<file path="src/rtl/audio_outstage_if.sv">
// Decoder-to-mixer bundle for audio_outstage: sample write handshake plus the output frame.
interface audio_outstage_if #(
    parameter int CHANNELS = 2,
    parameter int SAMPLE_W = 16,
    parameter int CH_W     = (CHANNELS > 1) ? $clog2(CHANNELS) : 1
);
    logic                         mono;
    logic [SAMPLE_W-1:0]          in_sample;
    logic [CH_W-1:0]              in_channel;
    logic                         in_write;
    logic                         in_ready;
    logic [CHANNELS*SAMPLE_W-1:0] audio_out;
    logic                         out_strobe;

    modport master (
        output mono, in_sample, in_channel, in_write,
        input  in_ready, audio_out, out_strobe
    );

    modport slave (
        input  mono, in_sample, in_channel, in_write,
        output in_ready, audio_out, out_strobe
    );
endinterface

</file>
<file path="src/rtl/audio_outstage.sv">
// N-channel audio output stage: per-channel FIFOs, prime/arm/play sequencing, fade-to-zero, underrun/finish.
// Optional AUDIO_OUTSTAGE_VOLUME_EN adds a registered 8-bit volume multiply (0x80 = unity).
module audio_outstage #(
    parameter int CHANNELS    = 2,
    parameter int SAMPLE_W    = 16,
    parameter int FIFO_DEPTH  = 32,
    parameter int START_LEVEL = FIFO_DEPTH - 4,
    parameter int START_DELAY = 2,
    parameter int FADE_DIV    = 2
) (
    input  logic            clk,
    input  logic            reset,
    input  logic            sample_tick37_i,
    input  logic            sample_tick44_i,
    input  logic            audio_tick_i,
    input  logic [1:0]      rate_i,
    input  logic            source_idle_i,
    input  logic            notify_finish_i,
`ifdef AUDIO_OUTSTAGE_VOLUME_EN
    input  logic [7:0]      volume_i,
`endif
    audio_outstage_if.slave bus,
    output logic            playing_o,
    output logic            underrun_o,
    output logic            finished_o
);
    localparam int AW = $clog2(FIFO_DEPTH);
    localparam int CW = (CHANNELS > 1) ? $clog2(CHANNELS) : 1;
    localparam int DW = $clog2(START_DELAY + 1);
    localparam int FW = (FADE_DIV > 1) ? $clog2(FADE_DIV) : 1;
    localparam logic [AW:0] FULL_CNT = (AW+1)'(FIFO_DEPTH);

    localparam logic [1:0] S_IDLE  = 2'd0;
    localparam logic [1:0] S_ARMED = 2'd1;
    localparam logic [1:0] S_PLAY  = 2'd2;

    logic [CHANNELS-1:0]               not_empty, primed, room, wr_en;
    logic [CHANNELS-1:0][SAMPLE_W-1:0] head, audio;

    logic [1:0]    state_q, state_d;
    logic [DW-1:0] dcnt_q, dcnt_d;
    logic [FW-1:0] fade_cnt_q, fade_cnt_d;
    logic          tog18_q, fin_latch_q, fin_latch_d;
    logic          underrun_q, underrun_d, finished_q, finished_d, strobe_q;
    logic          rate_tick, frame_tick, pop, all_primed, ch_valid;
    logic          fade_step, fin_set, load;

    assign rate_tick  = (rate_i == 2'd2) ? sample_tick44_i : sample_tick37_i;
    // 18.9 kHz is every other 37.8 kHz tick, phased by the free-running toggle
    assign frame_tick = (rate_i == 2'd1) ? (sample_tick37_i && tog18_q) : rate_tick;
    assign all_primed = &primed;
    assign pop        = (state_q == S_PLAY) && frame_tick && (&not_empty);
    assign ch_valid   = 32'(bus.in_channel) < CHANNELS;
    // A same-cycle pop frees a slot, so room may be granted to a full FIFO
    assign bus.in_ready = bus.mono ? (&room) : (ch_valid && room[bus.in_channel]);

`ifdef AUDIO_OUTSTAGE_VOLUME_EN
    logic vld1_q;
    always_ff @(posedge clk or posedge reset) begin
        if (reset) vld1_q <= 1'b0;
        else       vld1_q <= pop;
    end
    assign load = vld1_q;
`else
    assign load = pop;
`endif

    for (genvar c = 0; c < CHANNELS; c++) begin : g_ch
        logic [SAMPLE_W-1:0] mem_q [FIFO_DEPTH];
        logic [AW-1:0]       wptr_q, rptr_q;
        logic [AW:0]         cnt_q;
        logic [SAMPLE_W-1:0] aud_q, load_val;

        assign wr_en[c]     = bus.in_write && bus.in_ready && (bus.mono || (bus.in_channel == CW'(c)));
        assign not_empty[c] = (cnt_q != '0);
        assign primed[c]    = 32'(cnt_q) >= START_LEVEL;
        assign room[c]      = (cnt_q != FULL_CNT) || pop;
        assign head[c]      = mem_q[rptr_q];
        assign audio[c]     = aud_q;

        always_ff @(posedge clk) begin
            if (wr_en[c]) mem_q[wptr_q] <= bus.in_sample;
        end

        always_ff @(posedge clk or posedge reset) begin
            if (reset) begin
                wptr_q <= '0;
                rptr_q <= '0;
                cnt_q  <= '0;
            end else begin
                if (wr_en[c]) wptr_q <= wptr_q + 1'b1;
                if (pop)      rptr_q <= rptr_q + 1'b1;
                if (wr_en[c] && !pop)      cnt_q <= cnt_q + 1'b1;
                else if (!wr_en[c] && pop) cnt_q <= cnt_q - 1'b1;
            end
        end

`ifdef AUDIO_OUTSTAGE_VOLUME_EN
        logic signed [SAMPLE_W+8:0] prod_q, shifted;
        always_ff @(posedge clk or posedge reset) begin
            if (reset)    prod_q <= '0;
            else if (pop) prod_q <= $signed(head[c]) * $signed({1'b0, volume_i});
        end
        assign shifted = prod_q >>> 7;
        // In range when every bit above the result's sign bit matches it
        assign load_val = (shifted[SAMPLE_W+8:SAMPLE_W-1] == {10{shifted[SAMPLE_W-1]}})
                        ? shifted[SAMPLE_W-1:0]
                        : (shifted[SAMPLE_W+8] ? {1'b1, {(SAMPLE_W-1){1'b0}}}
                                               : {1'b0, {(SAMPLE_W-1){1'b1}}});
`else
        assign load_val = head[c];
`endif

        always_ff @(posedge clk or posedge reset) begin
            if (reset) begin
                aud_q <= '0;
            end else if (load) begin
                aud_q <= load_val;
            end else if (fade_step) begin
                if (aud_q[SAMPLE_W-1])  aud_q <= aud_q + 1'b1;
                else if (aud_q != '0)   aud_q <= aud_q - 1'b1;
            end
        end
    end

    assign fade_step  = (state_q != S_PLAY) && (32'(fade_cnt_q) == FADE_DIV - 1);
    assign fade_cnt_d = ((state_q == S_PLAY) || fade_step) ? '0 : fade_cnt_q + 1'b1;

    always_comb begin
        state_d    = state_q;
        dcnt_d     = dcnt_q;
        underrun_d = 1'b0;
        fin_set    = 1'b0;
        case (state_q)
            S_IDLE: begin
                if (all_primed) begin
                    state_d = S_ARMED;
                    dcnt_d  = '0;
                end
            end
            S_ARMED: begin
                if (!all_primed) begin
                    state_d = S_IDLE;
                end else if (rate_tick) begin
                    dcnt_d = dcnt_q + 1'b1;
                    if (32'(dcnt_q) + 1 == START_DELAY) state_d = S_PLAY;
                end
            end
            S_PLAY: begin
                if (frame_tick && !(&not_empty)) begin
                    state_d    = S_IDLE;
                    underrun_d = !source_idle_i;
                    fin_set    = source_idle_i && notify_finish_i;
                end
            end
            default: state_d = S_IDLE;
        endcase
    end

    // A new end-of-playback event wins over a same-cycle clear, so it is never lost
    assign fin_latch_d = fin_set || (fin_latch_q && !audio_tick_i);
    assign finished_d  = audio_tick_i && fin_latch_q;

    always_ff @(posedge clk or posedge reset) begin
        if (reset) begin
            state_q     <= S_IDLE;
            dcnt_q      <= '0;
            fade_cnt_q  <= '0;
            tog18_q     <= 1'b0;
            fin_latch_q <= 1'b0;
            underrun_q  <= 1'b0;
            finished_q  <= 1'b0;
            strobe_q    <= 1'b0;
        end else begin
            state_q     <= state_d;
            dcnt_q      <= dcnt_d;
            fade_cnt_q  <= fade_cnt_d;
            tog18_q     <= tog18_q ^ sample_tick37_i;
            fin_latch_q <= fin_latch_d;
            underrun_q  <= underrun_d;
            finished_q  <= finished_d;
            strobe_q    <= load;
        end
    end

    assign bus.audio_out  = audio;
    assign bus.out_strobe = strobe_q;
    assign playing_o      = (state_q == S_PLAY);
    assign underrun_o     = underrun_q;
    assign finished_o     = finished_q;
endmodule

</file>
<file path="src/flat_wrapper.sv">
// flat-port wrapper written by rule: the top's interface ports become plain ports
module audio_outstage_flat 
#(
    parameter int CHANNELS    = 2,
    parameter int SAMPLE_W    = 16,
    parameter int FIFO_DEPTH  = 32,
    parameter int START_LEVEL = FIFO_DEPTH - 4,
    parameter int START_DELAY = 2,
    parameter int FADE_DIV    = 2
)
  (clk, reset, sample_tick37_i, sample_tick44_i, audio_tick_i, rate_i, source_idle_i, notify_finish_i, playing_o, underrun_o, finished_o, bus_mono, bus_in_sample, bus_in_channel, bus_in_write, bus_in_ready, bus_audio_out, bus_out_strobe);
  audio_outstage_if #(.CHANNELS(CHANNELS), .SAMPLE_W(SAMPLE_W)) bus_i ();
  input  logic clk;
  input  logic reset;
  input  logic sample_tick37_i;
  input  logic sample_tick44_i;
  input  logic audio_tick_i;
  input  logic [1:0] rate_i;
  input  logic source_idle_i;
  input  logic notify_finish_i;
  output logic playing_o;
  output logic underrun_o;
  output logic finished_o;
  input wire logic [$bits(bus_i.mono)-1:0] bus_mono;
  input wire logic [$bits(bus_i.in_sample)-1:0] bus_in_sample;
  input wire logic [$bits(bus_i.in_channel)-1:0] bus_in_channel;
  input wire logic [$bits(bus_i.in_write)-1:0] bus_in_write;
  output wire logic [$bits(bus_i.in_ready)-1:0] bus_in_ready;
  output wire logic [$bits(bus_i.audio_out)-1:0] bus_audio_out;
  output wire logic [$bits(bus_i.out_strobe)-1:0] bus_out_strobe;
  assign bus_i.mono = bus_mono;
  assign bus_i.in_sample = bus_in_sample;
  assign bus_i.in_channel = bus_in_channel;
  assign bus_i.in_write = bus_in_write;
  assign bus_in_ready = bus_i.in_ready;
  assign bus_audio_out = bus_i.audio_out;
  assign bus_out_strobe = bus_i.out_strobe;
  audio_outstage #(.CHANNELS(CHANNELS), .SAMPLE_W(SAMPLE_W), .FIFO_DEPTH(FIFO_DEPTH), .START_LEVEL(START_LEVEL), .START_DELAY(START_DELAY), .FADE_DIV(FADE_DIV)) u_core (.clk(clk), .reset(reset), .sample_tick37_i(sample_tick37_i), .sample_tick44_i(sample_tick44_i), .audio_tick_i(audio_tick_i), .rate_i(rate_i), .source_idle_i(source_idle_i), .notify_finish_i(notify_finish_i), .bus(bus_i), .playing_o(playing_o), .underrun_o(underrun_o), .finished_o(finished_o));
endmodule
</file>
<file path="config.mk">
export PLATFORM = sky130hd
export DESIGN_NAME = audio_outstage_flat
export DESIGN_NICKNAME = d
export VERILOG_FILES = /design/src/rtl/audio_outstage_if.sv /design/src/rtl/audio_outstage.sv /design/src/flat_wrapper.sv
export SDC_FILE = /design/constraint.sdc
export NUM_CORES = 1
export LEC_CHECK = 0
export BUFFER_PORTS_ARGS = -buffer_cell sky130_fd_sc_hd__buf_2
export CORE_AREA = 2 2 287 289
export DETAILED_ROUTE_END_ITERATION = 8
export DIE_AREA = 0 0 289 291
export PLACE_DENSITY = 0.74
export SKIP_CTS_REPAIR_TIMING = 1
export SLEW_MARGIN = 10
export SYNTH_ARGS = -nofsm -noshare
export SYNTH_HDL_FRONTEND = slang
export SYNTH_SLANG_ARGS = --single-unit
</file>
<file path="constraint.sdc">
create_clock -name clk -period 4.35 [get_ports clk]
set_input_delay 0.87 -clock clk [delete_from_list [all_inputs] [get_ports clk]]
set_output_delay 0.87 -clock clk [all_outputs]
set_load 0.03 [all_outputs]
</file>
---- After elaboration in Yosys (flattened, before gate mapping) ----
Memory sizes are Yosys's and may differ from the RTL's.
Index checks and enable logic that the tools add are counted.
word-level totals
  memories kept ........................... 2
  RAM bits ................................ 1024
  bits of input ports ..................... 28
  bits in registers ....................... 74
memories
  name                  depth  width  read ports  clocked after Yosys merged registers in  write ports  line                  source
  u_core.g_ch[0].mem_q  32     16     1           0                                        1            audio_outstage.sv:69  logic [SAMPLE_W-1:0] mem_q [FIFO_DEPTH];
  u_core.g_ch[1].mem_q  32     16     1           0                                        1            audio_outstage.sv:69
operators by class
  muxes and demuxes ....................... 36
  reductions and logical operators ........ 45
  eq/ne operators ......................... 14
  add/subtract/negate cells ............... 15
  $lt $le $gt $ge ......................... 3
  bitwise gates (word level) .............. 2
operators by type and width
  cell                     number
  $mux W16                 8
  $add A16 B1 Y16 const B  2
  $eq A32 B2 Y1 const B    1
  $reduce_bool A16 Y1      2
  $sub A16 B1 Y16 const B  2
  $mux W6                  4
  $add A5 B1 Y5 const B    4
  $mux W2                  8
  $logic_and A1 B1 Y1      15
  $mux W1                  14
  $add A6 B1 Y6 const B    2
  $ge A6 B5 Y1 const B     2
  $ne A6 B6 Y1 const B     2
  $reduce_bool A6 Y1       2
  $sub A6 B1 Y6 const B    2
  $reduce_and A2 Y1        5
  $ne A2 B1 Y1 const B     4
  $reduce_and A4 Y1        2
  $reduce_bool A2 Y1       4
  $logic_not A1 Y1         6
  $logic_or A1 B1 Y1       6
  $pmux W2 S3              1
  $reduce_bool A3 Y1       2
  $eq A2 B1 Y1 const B     2
  other kinds (12)         13

---- Longest topological paths before layout ----
Gate-level depths: netlist of the first run.
  depth after elaboration ................. 15
  gate-level depth with buffers ........... 16
  depth with buffers taken out ............ 14

---- Worst setup path after synthesis of the first run ----
Ideal clock, no wire load.
  kind .................................... input port to flip-flop
  start point ............................. input port sample_tick37_i
  end point ............................... register u_core.g_ch[0].cnt_q[5]
  setup time .............................. 0.080 ns
  setup slack ............................. 0.616 ns
  data arrival time ....................... 3.654 ns
  path buffers ............................ 0
  stages .................................. 14
  cells stage by stage .................... ha_1 mux2i_1 mux2i_1 o211ai_2 a311oi_4 ha_1 inv_1 ha_1 a21o_1 a21oi_1 nor2_1 nand4_1 o2111a_1 xnor2_1
on the way
  cells in the longest elaborated chain, start to end .. 13
  elaborated cells between the ends (all ways) .. 19
  those cells by class .................... 6 x mux; 13 x reduce/logical
ends and longest elaborated chain
  what                                            line                                        source
  start: declaration                              flat_wrapper.sv:15                          input logic sample_tick37_i;
  $mux W1 or $logic_and A1 B1 Y1 (tied branches)  audio_outstage.sv:48, audio_outstage.sv:50
  $mux W1 (*)                                     audio_outstage.sv:50                        assign frame_tick = (rate_i == 2'd1) ? (sample_tick37_i && tog18_q) : rate_tick;
  $logic_and A1 B1 Y1 (*) (2 in a row)            audio_outstage.sv:52                        assign pop = (state_q == S_PLAY) && frame_tick && (&not_empty);
  $logic_or A1 B1 Y1                              audio_outstage.sv:77                        assign room[c] = (cnt_q != FULL_CNT) || pop;
  $mux W1 (implied by the code) (2 in a row)      audio_outstage.sv:55                        assign bus.in_ready = bus.mono ? (&room) : (ch_valid && room[bus.in_channel]);
  $mux W1 (*)                                     audio_outstage.sv:55
  $logic_and A1 B1 Y1 (*) (2 in a row)            audio_outstage.sv:74                        assign wr_en[c] = bus.in_write && bus.in_ready && (bus.mono || (bus.in_channel == CW'(c)));
  named net u_core.wr_en[0]                       audio_outstage.sv:37                        logic [CHANNELS-1:0] not_empty, primed, room, wr_en;
  $logic_not A1 Y1                                audio_outstage.sv:94                        else if (!wr_en[c] && pop) cnt_q <= cnt_q - 1'b1;
  $logic_and A1 B1 Y1                             audio_outstage.sv:94
  $reduce_bool A2 Y1 (no line)                    n/a
  end signal: assignment                          audio_outstage.sv:93                        if (wr_en[c] && !pop) cnt_q <= cnt_q + 1'b1;
  end signal: assignment                          audio_outstage.sv:94
  end: declaration                                audio_outstage.sv:71                        logic [AW:0] cnt_q;
Mark *: on every way through the listed nets, which the timed path passes. The rest lies on a longest branch. The select of a mux whose other input is x is not followed.
A chain may end at the register's enable or synchronous reset.

---- Worst setup path after layout of the first run ----
  start point ............................. register u_core.g_ch[0].cnt_q[0]
  end point ............................... register u_core.g_ch[1].cnt_q[5]
on the way
  cells in the longest elaborated chain, start to end .. 12
  elaborated cells between the ends (all ways) .. 18
  those cells by class .................... 1 x eq/ne; 4 x mux; 13 x reduce/logical
ends and longest elaborated chain
  what                                        line                  source
  $reduce_bool A6 Y1                          audio_outstage.sv:75  assign not_empty[c] = (cnt_q != '0);
  $reduce_and A2 Y1                           audio_outstage.sv:52
  $logic_and A1 B1 Y1                         audio_outstage.sv:52
  $logic_or A1 B1 Y1                          audio_outstage.sv:77
  $mux W1 (implied by the code) (2 in a row)  audio_outstage.sv:55
  $mux W1 (*)                                 audio_outstage.sv:55
  $logic_and A1 B1 Y1 (*) (2 in a row)        audio_outstage.sv:74
  named net u_core.wr_en[1]                   audio_outstage.sv:37
  $logic_not A1 Y1                            audio_outstage.sv:94
  $logic_and A1 B1 Y1                         audio_outstage.sv:94
  $reduce_bool A2 Y1 (no line)                n/a
  end signal: assignment                      audio_outstage.sv:93
  end signal: assignment                      audio_outstage.sv:94
  end: declaration                            audio_outstage.sv:71
Marks and branches as above.

==> summary.md, run 1 <==
| Metric | Value |
|---|---|
| Outcome | `completed` |
| Core ar. | `0.0812 sq mm` |
| Layout Nets | `2570` |
| Sequential share of the synthesized area | `73.8%` |
| Inserted Clock Buffers | `101` |
| CP required | `4.93 ns` |
| # Max-Cap Violations | `0` |
| CP max FO | `6` |
| Layout cell share with drive strength beyond 1 | `23.7%` |
| RSZ-0062 raised after global routing | `false` |
| Worst hold path class | `primary input to asynchronous set/reset pin` |
| Switching share of total power | `29.2%` |
| Async set-reset flop share out of synthesis | `6.74%` |
| DP HPWL | `65.3 mm` |
| Vias in the first global route | `23600` |
| # fillers | `5474` |
| Clock latency on the worst-skew pair | `0.67 ns` |
| Synth top area share | `69.6%` |
| Worst-margin pin slew | `1.21 ns` |
| Post-synth top flop | `edfxtp_1` |
| Seq pwr share | `46.4%` |
| Num rows | `105` |
| Avg Synthesized Cell Area | `18.8 sq um` |
| Global-route wire length before repair | `158 mm` |
| EDFF count, synth | `1024` |
| Port bufs | `64` |
| Via count | `24000` |
| Tcrit/Tclk final | `83.7%` |
| Placement Cell Area | `0.0463 sq mm` |
| LEAKAGE | `15.8 nW` |
| Max-slew violation count | `0` |
| Post-Syn Area | `0.0442 sq mm` |
| Yosys cell types | `76` |
| CP Launch Type | `flop` |
| Most frequent cells in the layout | `edfxtp_1, mux4_2, nor2_1` |
| H-tree depth | `3` |
| Total Wirelength | `107 mm` |
| Combinational group share of total power | `22.2%` |
| Fin Setup TNS | `0 ns` |
| Power per Cell Area | `573 mW/mm^2` |
| Vias/cell | `6.54` |
| Peak VDD IR | `380 uV` |
| #FFs+latches synth | `1098` |
| Die Area | `0.0841 sq mm` |
| First DRT Iteration DRCs | `3103` |
| Max clock buf depth | `3` |
| Die Height | `291 um` |
| Drt wl/cell | `29.1 um` |
| Cells after synthesis | `2352` |
| CTS sink count | `1098` |
| Clock share of power | `31.3%` |
| Grt ovf | `0` |
| Tot GR Track Use | `25.7%` |
| Tot Pwr | `28.4 mW` |
| Most common cell after layout, fill and taps aside | `edfxtp_1` |
| Hold_ws | `0.266 ns` |
| Residual DRC count | `0` |
| Number of detailed-route iterations in the first pass | `5` |
| Die span in x | `289 um` |
| Crit path time final | `3.64 ns` |
| IO Pins | `65` |
| TritonCTS clock tree | `done` |
| Post-route cell area | `0.0497 sq mm` |
| Post-DRT Antenna Nets | `0` |
| Clock transition at path regs | `0.06 ns` |
| CP Class | `flop to flop` |
| Synth area leaders | `edfxtp_1, mux4_2, dfrtp_1` |
| Clock skew | `0.0280 ns` |
| Largest area contributor in the netlist | `edfxtp_1` |
| Maximum number of pins on one net before global-route repair | `65` |
| Final setup fails | `0` |
| Initial antenna violation count | `4` |
| Gpl congestion | `0.936` |
| Worst Setup End Kind | `flop` |
| Net switching power | `8.29 mW` |
| Fmax | `0.275 GHz` |
| CP arrival | `4.22 ns` |
| Final Hold Vio Count | `0` |
| Placed Cells | `3481` |
| Yosys warning total | `0` |
| Starting Density | `54.4%` |
| Syn nets | `2408` |
| Cell internal pwr | `20.1 mW` |
| Slew Limit Headroom | `19.6%` |
| Clk root buf | `clkbuf_16` |
| Synth-to-layout area growth | `12.4%` |
| Fin cells | `3670` |
[worst paths after layout]
| path | from | to | slack [ns] | cells past startpoint |
|---|---|---|---|---|
| worst max register to register | u_core.g_ch[0].cnt_q[0] | u_core.g_ch[1].cnt_q[5] | 0.71 | 12 |
| worst min register to register | u_core.fade_cnt_q | u_core.fade_cnt_q | 0.47 | 1 |
| max in group asynchronous | reset | u_core.g_ch[0].rptr_q[0] | 2.95 | 3 |
| min in group clk | source_idle_i | u_core.underrun_o | 0.38 | 2 |
| worst max-delay path | u_core.g_ch[0].cnt_q[0] | u_core.g_ch[1].cnt_q[5] | 0.71 | 12 |
| worst min-delay path | reset | u_core.state_q[1] | 0.27 | 2 |
[cells in the mapped netlist (all sizes together), types with 10 or more instances]
library cell	instances
nor4	13
a31oi	19
nor2	127
o21ai	42
nand2	102
ha	26
mux4	236
clkbuf	61
or3	13
dfrtp	74
o22ai	41
inv	35
o211ai	13
nor2b	14
nand3b	14
edfxtp	1024
and3	10
buf	66
nor3	30
xnor2	36
a21oi	38
a22oi	27
mux2i	72
nand3	52
a211oi	22
nand4	18
[flip-flops by register name, indices dropped and copies added (netlist names), 2 cells and up]
register / count
u_core.g_ch.cnt_q: 12
u_core.g_ch.rptr_q: 10
u_core.state_q: 2
u_core.g_ch.mem_q: 1024
u_core.g_ch.wptr_q: 10
u_core.dcnt_q: 2
u_core.g_ch.aud_q: 32
[cell families after synthesis]
| logic type | share of synthesized area (%) |
|---|---|
| AND/OR/NAND/NOR | 4.71 |
| multiplexers | 13.9 |
| flip-flops | 73.8 |
| AO/OA/AOI/OAI | 4.38 |
| buffers and inverters | 1.53 |
| XOR/XNOR | 0.872 |
| adder cells (fa/ha/maj) | 0.827 |
[cell type report]
cell class | instances | area (sq um) | share of cell area, %
diodes | 1 | 2.50 | 0.00504
clock buffers | 121 | 2660 | 5.35
clock inverters | 67 | 668 | 1.35
inverters | 35 | 133 | 0.267
multi-input cells | 1092 | 10900 | 22.0
flip-flops and latches | 1098 | 32600 | 65.7
well taps | 1070 | 1340 | 2.70
repair buffers | 186 | 1320 | 2.67
[per-stage QoR]
stage,utilization [%],setup slack (ns)
4_1_cts,61.2,0.746
6_report,61.2,0.709
2_1_floorplan,-,0.616
3_3_place_gp,57.1,0.542
5_1_grt,61.2,0.580
3_5_place_dp,57.1,0.477
[power groups by stage]
stage	Clock, mW	Sequential (mW)	Combinational [mW]
final	8.91	13.2	6.32
after global routing	9.39	13.3	6.77
after CTS	9.00	13.2	6.34
after detailed placement	0	13.4	6.30
after global placement	0	13.4	6.18
after floorplan	0	13.0	4.64
[metal layers]
| metal | wire [um] | track usage, % | up-vias | share of wire [%] |
|---|---|---|---|---|
| met5 | 27 | 0 | - | 0.025 |
| met4 | 2570 | 7.10 | 4 | 2.4 |
| met3 | 12200 | 6.11 | 178 | 11 |
| met2 | 51100 | 40.0 | 1455 | 48 |
| met1 | 40900 | 36.8 | 12400 | 38 |
| li1 | - | - | 9951 | - |
[worst max-delay path: stages, from the launching register on]
cell,delay (ns)
dfrtp_1,0.44
or4_1,0.61
or3b_4,0.45
o22ai_4,0.22
a211oi_4,0.10
ha_1,0.30
inv_1,0.19
ha_1,0.27
a21o_1,0.19
a21oi_1,0.27
o31ai_1,0.13
nor3_1,0.26
xnor2_1,0.15
(Power assumes the default switching activity.)
==> run 2: changes to the inputs <==
- clock period: 4.35 -> 3.45 ns (I/O delays scaled with it)
==> run 2 against run 1 <==
Sequential share of layout area shrank 0.63 points. Clock skew shrank 0.0073 ns. Hold slack lost 0.27 ns. Clock power grew 27%. Power grew 27%. Cell area grew 0.97%. Die area is the same. Largest cell class unchanged. Largest power group unchanged.
==> summary.md, run 2 (synthesis results as in run 1) <==
| Metric | Value |
|---|---|
| Outcome | `completed` |
| Worst Setup End Kind | `flop` |
| Slowest CP cell | `or4_4` |
| Worst hold path class | `primary input to asynchronous set/reset pin` |
| Combinational group share of total power | `23.2% (+1.0 points)` |
| Die Height | `291 um (unchanged)` |
| Placement Cell Area | `0.0468 sq mm (+0.93%)` |
| CP max FO | `6 (unchanged)` |
| Max reg flops | `1024 (unchanged)` |
| Layout cell share with drive strength beyond 1 | `25.1% (+1.5 points)` |
| Inserted Clock Buffers | `101 (unchanged)` |
| Worst Setup Slack, final | `0.131 ns (-0.578 ns)` |
| Number of detailed-route iterations in the first pass | `6 (+1)` |
| Tcrit/Tclk final | `96.2% (+13 points)` |
| Crit path time final | `3.32 ns (-0.322 ns)` |
| Most common cell after layout, fill and taps aside | `edfxtp_1` |
| Grt ovf | `0 (unchanged)` |
| Total Wirelength | `108 mm (+0.91%)` |
| CTS sink count | `1098 (unchanged)` |
| Global-route wire length before repair | `160 mm (+1.3%)` |
| DP HPWL | `67.3 mm (+3.0%)` |
| H-tree depth | `3 (unchanged)` |
| Family with the most delay on the worst path | `simple AND/OR/NAND/NOR gates` |
| Gpl congestion | `0.993 (+6.1%)` |
| Net switching power | `10.6 mW (+28%)` |
| Crit-path max cell delay | `0.59 ns (-0.02 ns)` |
| Switching share of total power | `29.3% (+0.096 points)` |
| Crit path depth | `13 (+1)` |
| Core ar. | `0.0812 sq mm (unchanged)` |
| Layout Nets | `2620 (+1.9%)` |
| Clock share of power | `31.1% (-0.2 points)` |
| Vias in the first global route | `24200 (+2.5%)` |
| Worst reg2reg path depth | `13 (+1)` |
| Clock skew | `0.0207 ns (-0.00727 ns)` |
| Clk root buf | `clkbuf_16` |
| Seq pwr share | `45.7% (-0.7 points)` |
| Final setup fails | `0 (unchanged)` |
| Slew Limit Headroom | `28.4% (+8.8 points)` |
| Drt wl/cell | `29.0 um (-0.44%)` |
| Num rows | `105 (unchanged)` |
| Pre-CTS setup slack | `-0.0607 ns (-0.538 ns)` |
| Post-DRT Antenna Nets | `0 (unchanged)` |
| Worst Setup EP | `u_core.g_ch[0].cnt_q[5]` |
| Maximum number of pins on one net before global-route repair | `65 (unchanged)` |
| Starting Density | `54.4% (unchanged)` |
| Fmax | `0.301 GHz (+9.7%)` |
| Vias/cell | `6.48 (-0.86%)` |
| Met2 Use GR | `41.3% (+1.3 points)` |
| # fillers | `5461 (-0.24%)` |
| Worst-margin pin slew | `1.07 ns (-0.131 ns)` |
| R2R Path End | `u_core.g_ch[0].cnt_q[5]` |
| CP Cell Sequence | `or4_4 > or3b_4 > o22ai_4 > a311oi_4 > ha_2 > inv_2 > ha_1 > a21o_1 > a21oi_2 > nor2_1 > nand4_1 > o2111a_1 > xnor2_1` |
| Residual DRC count | `0 (unchanged)` |
| Biggest register | `u_core.g_ch.mem_q` |
| Power per Cell Area | `722 mW/mm^2 (+26%)` |
| RSZ-0062 raised after global routing | `false` |
| RR Startpoint | `u_core.g_ch[0].cnt_q[0]` |
| CP required | `4.04 ns (-0.89 ns)` |
| TritonCTS clock tree | `done` |
| Clock latency on the worst-skew pair | `0.67 ns (about the same)` |
| M1 GR Usage | `36.3% (-0.51 points)` |
| Post-route cell area | `0.0501 sq mm (+0.97%)` |
| R2R Setup Slk | `0.13 ns (-0.58 ns)` |
| Final Hold Vio Count | `0 (unchanged)` |
| First DRT Iteration DRCs | `2824 (-9.0%)` |
| Most frequent cells in the layout | `edfxtp_1, mux4_2, buf_4` |
| CP bufs+invs | `1 (unchanged)` |
| Largest registers | `u_core.g_ch.mem_q (1024), u_core.g_ch.aud_q (32), u_core.g_ch.cnt_q (12)` |
| Max clock buf depth | `3 (unchanged)` |
| Max-slew violation count | `0 (unchanged)` |
| Initial antenna violation count | `4 (unchanged)` |
| Synth-to-layout area growth | `13.5%` |
| # Max-Cap Violations | `0 (unchanged)` |
| CP Class | `flop to flop` |
| Tot GR Track Use | `25.9% (+0.20 points)` |
| Clock transition at path regs | `0.07 ns (about the same)` |
| Met3 usage | `5.85% (-0.27 points)` |
| CP Launch Type | `flop` |
| IO Pins | `65 (unchanged)` |
| Cell internal pwr | `25.6 mW (+27%)` |
| Worst Setup SP | `u_core.g_ch[0].cnt_q[0]` |
| CP arrival | `3.91 ns (-0.31 ns)` |
| Die span in x | `289 um (unchanged)` |
| Peak VDD IR | `749 uV (+97%)` |
| Via count | `24100 (+0.49%)` |
| Die Area | `0.0841 sq mm (unchanged)` |
| Most Crowded Layer GR | `met2` |
| Port bufs | `64 (unchanged)` |
| LEAKAGE | `16.1 nW (+1.9%)` |
[run 2: layout make-up]
cell class / count / area (sq um) / area share [%]
clock inverter: 61 / 647 / 1.29
tap: 1070 / 1340 / 2.67
antenna: 1 / 2.50 / 0.00499
inverter: 35 / 133 / 0.265
multi-input combinational: 1092 / 10900 / 21.8
sequential: 1098 / 32600 / 65.1
clock buffer: 127 / 2720 / 5.42
timing repair buffer: 236 / 1750 / 3.49
[run 2: how the worst min path moves through the flow]
stage	from	to	slack (ns)	cells past startpoint
final	reset	u_core.g_ch[0].wptr_q[2]	0.001	2
after global placement	u_core.fade_cnt_q	u_core.fade_cnt_q	0.43	1
after detailed placement	u_core.fade_cnt_q	u_core.fade_cnt_q	0.45	1
after global routing	reset	u_core.g_ch[0].wptr_q[2]	0.004	2
after CTS	reset	u_core.g_ch[0].rptr_q[0]	-0.02	2
after floorplan	u_core.fade_cnt_q	u_core.fade_cnt_q	0.42	1
[run 2: routing by layer]
layer / part of all wire (%) / wire length [um]
met1: 39 / 41800
met2: 49 / 52800
met3: 9.9 / 10700
met4: 2.3 / 2440
met5: 0.025 / 27
[run 2: metrics by stage]
stage | hold slack, ns | setup TNS [ns] | power [mW] | util [%] | instances
3_5_place_dp | 0.446 | -0.0960 | 25.1 | 57.6 | 3531
3_3_place_gp | 0.433 | -0.00146 | 24.9 | 57.6 | 3531
4_1_cts | -0.0213 | 0 | 36.3 | 61.7 | 3719
5_1_grt | 0.00448 | 0 | 37.5 | 61.7 | 3719
6_report | 0.00114 | 0 | 36.2 | 61.7 | 3720
2_1_floorplan | 0.417 | 0 | 22.2 | - | 2352
[run 2: power groups by stage]
| stage | Clock (mW) | Combinational, mW | Sequential [mW] |
|---|---|---|---|
| global placement | 0 | 8.13 | 16.7 |
| global route | 11.9 | 8.95 | 16.7 |
| floorplan | 0 | 5.86 | 16.4 |
| finish | 11.3 | 8.38 | 16.6 |
| detailed placement | 0 | 8.32 | 16.8 |
| CTS | 11.4 | 8.39 | 16.5 |
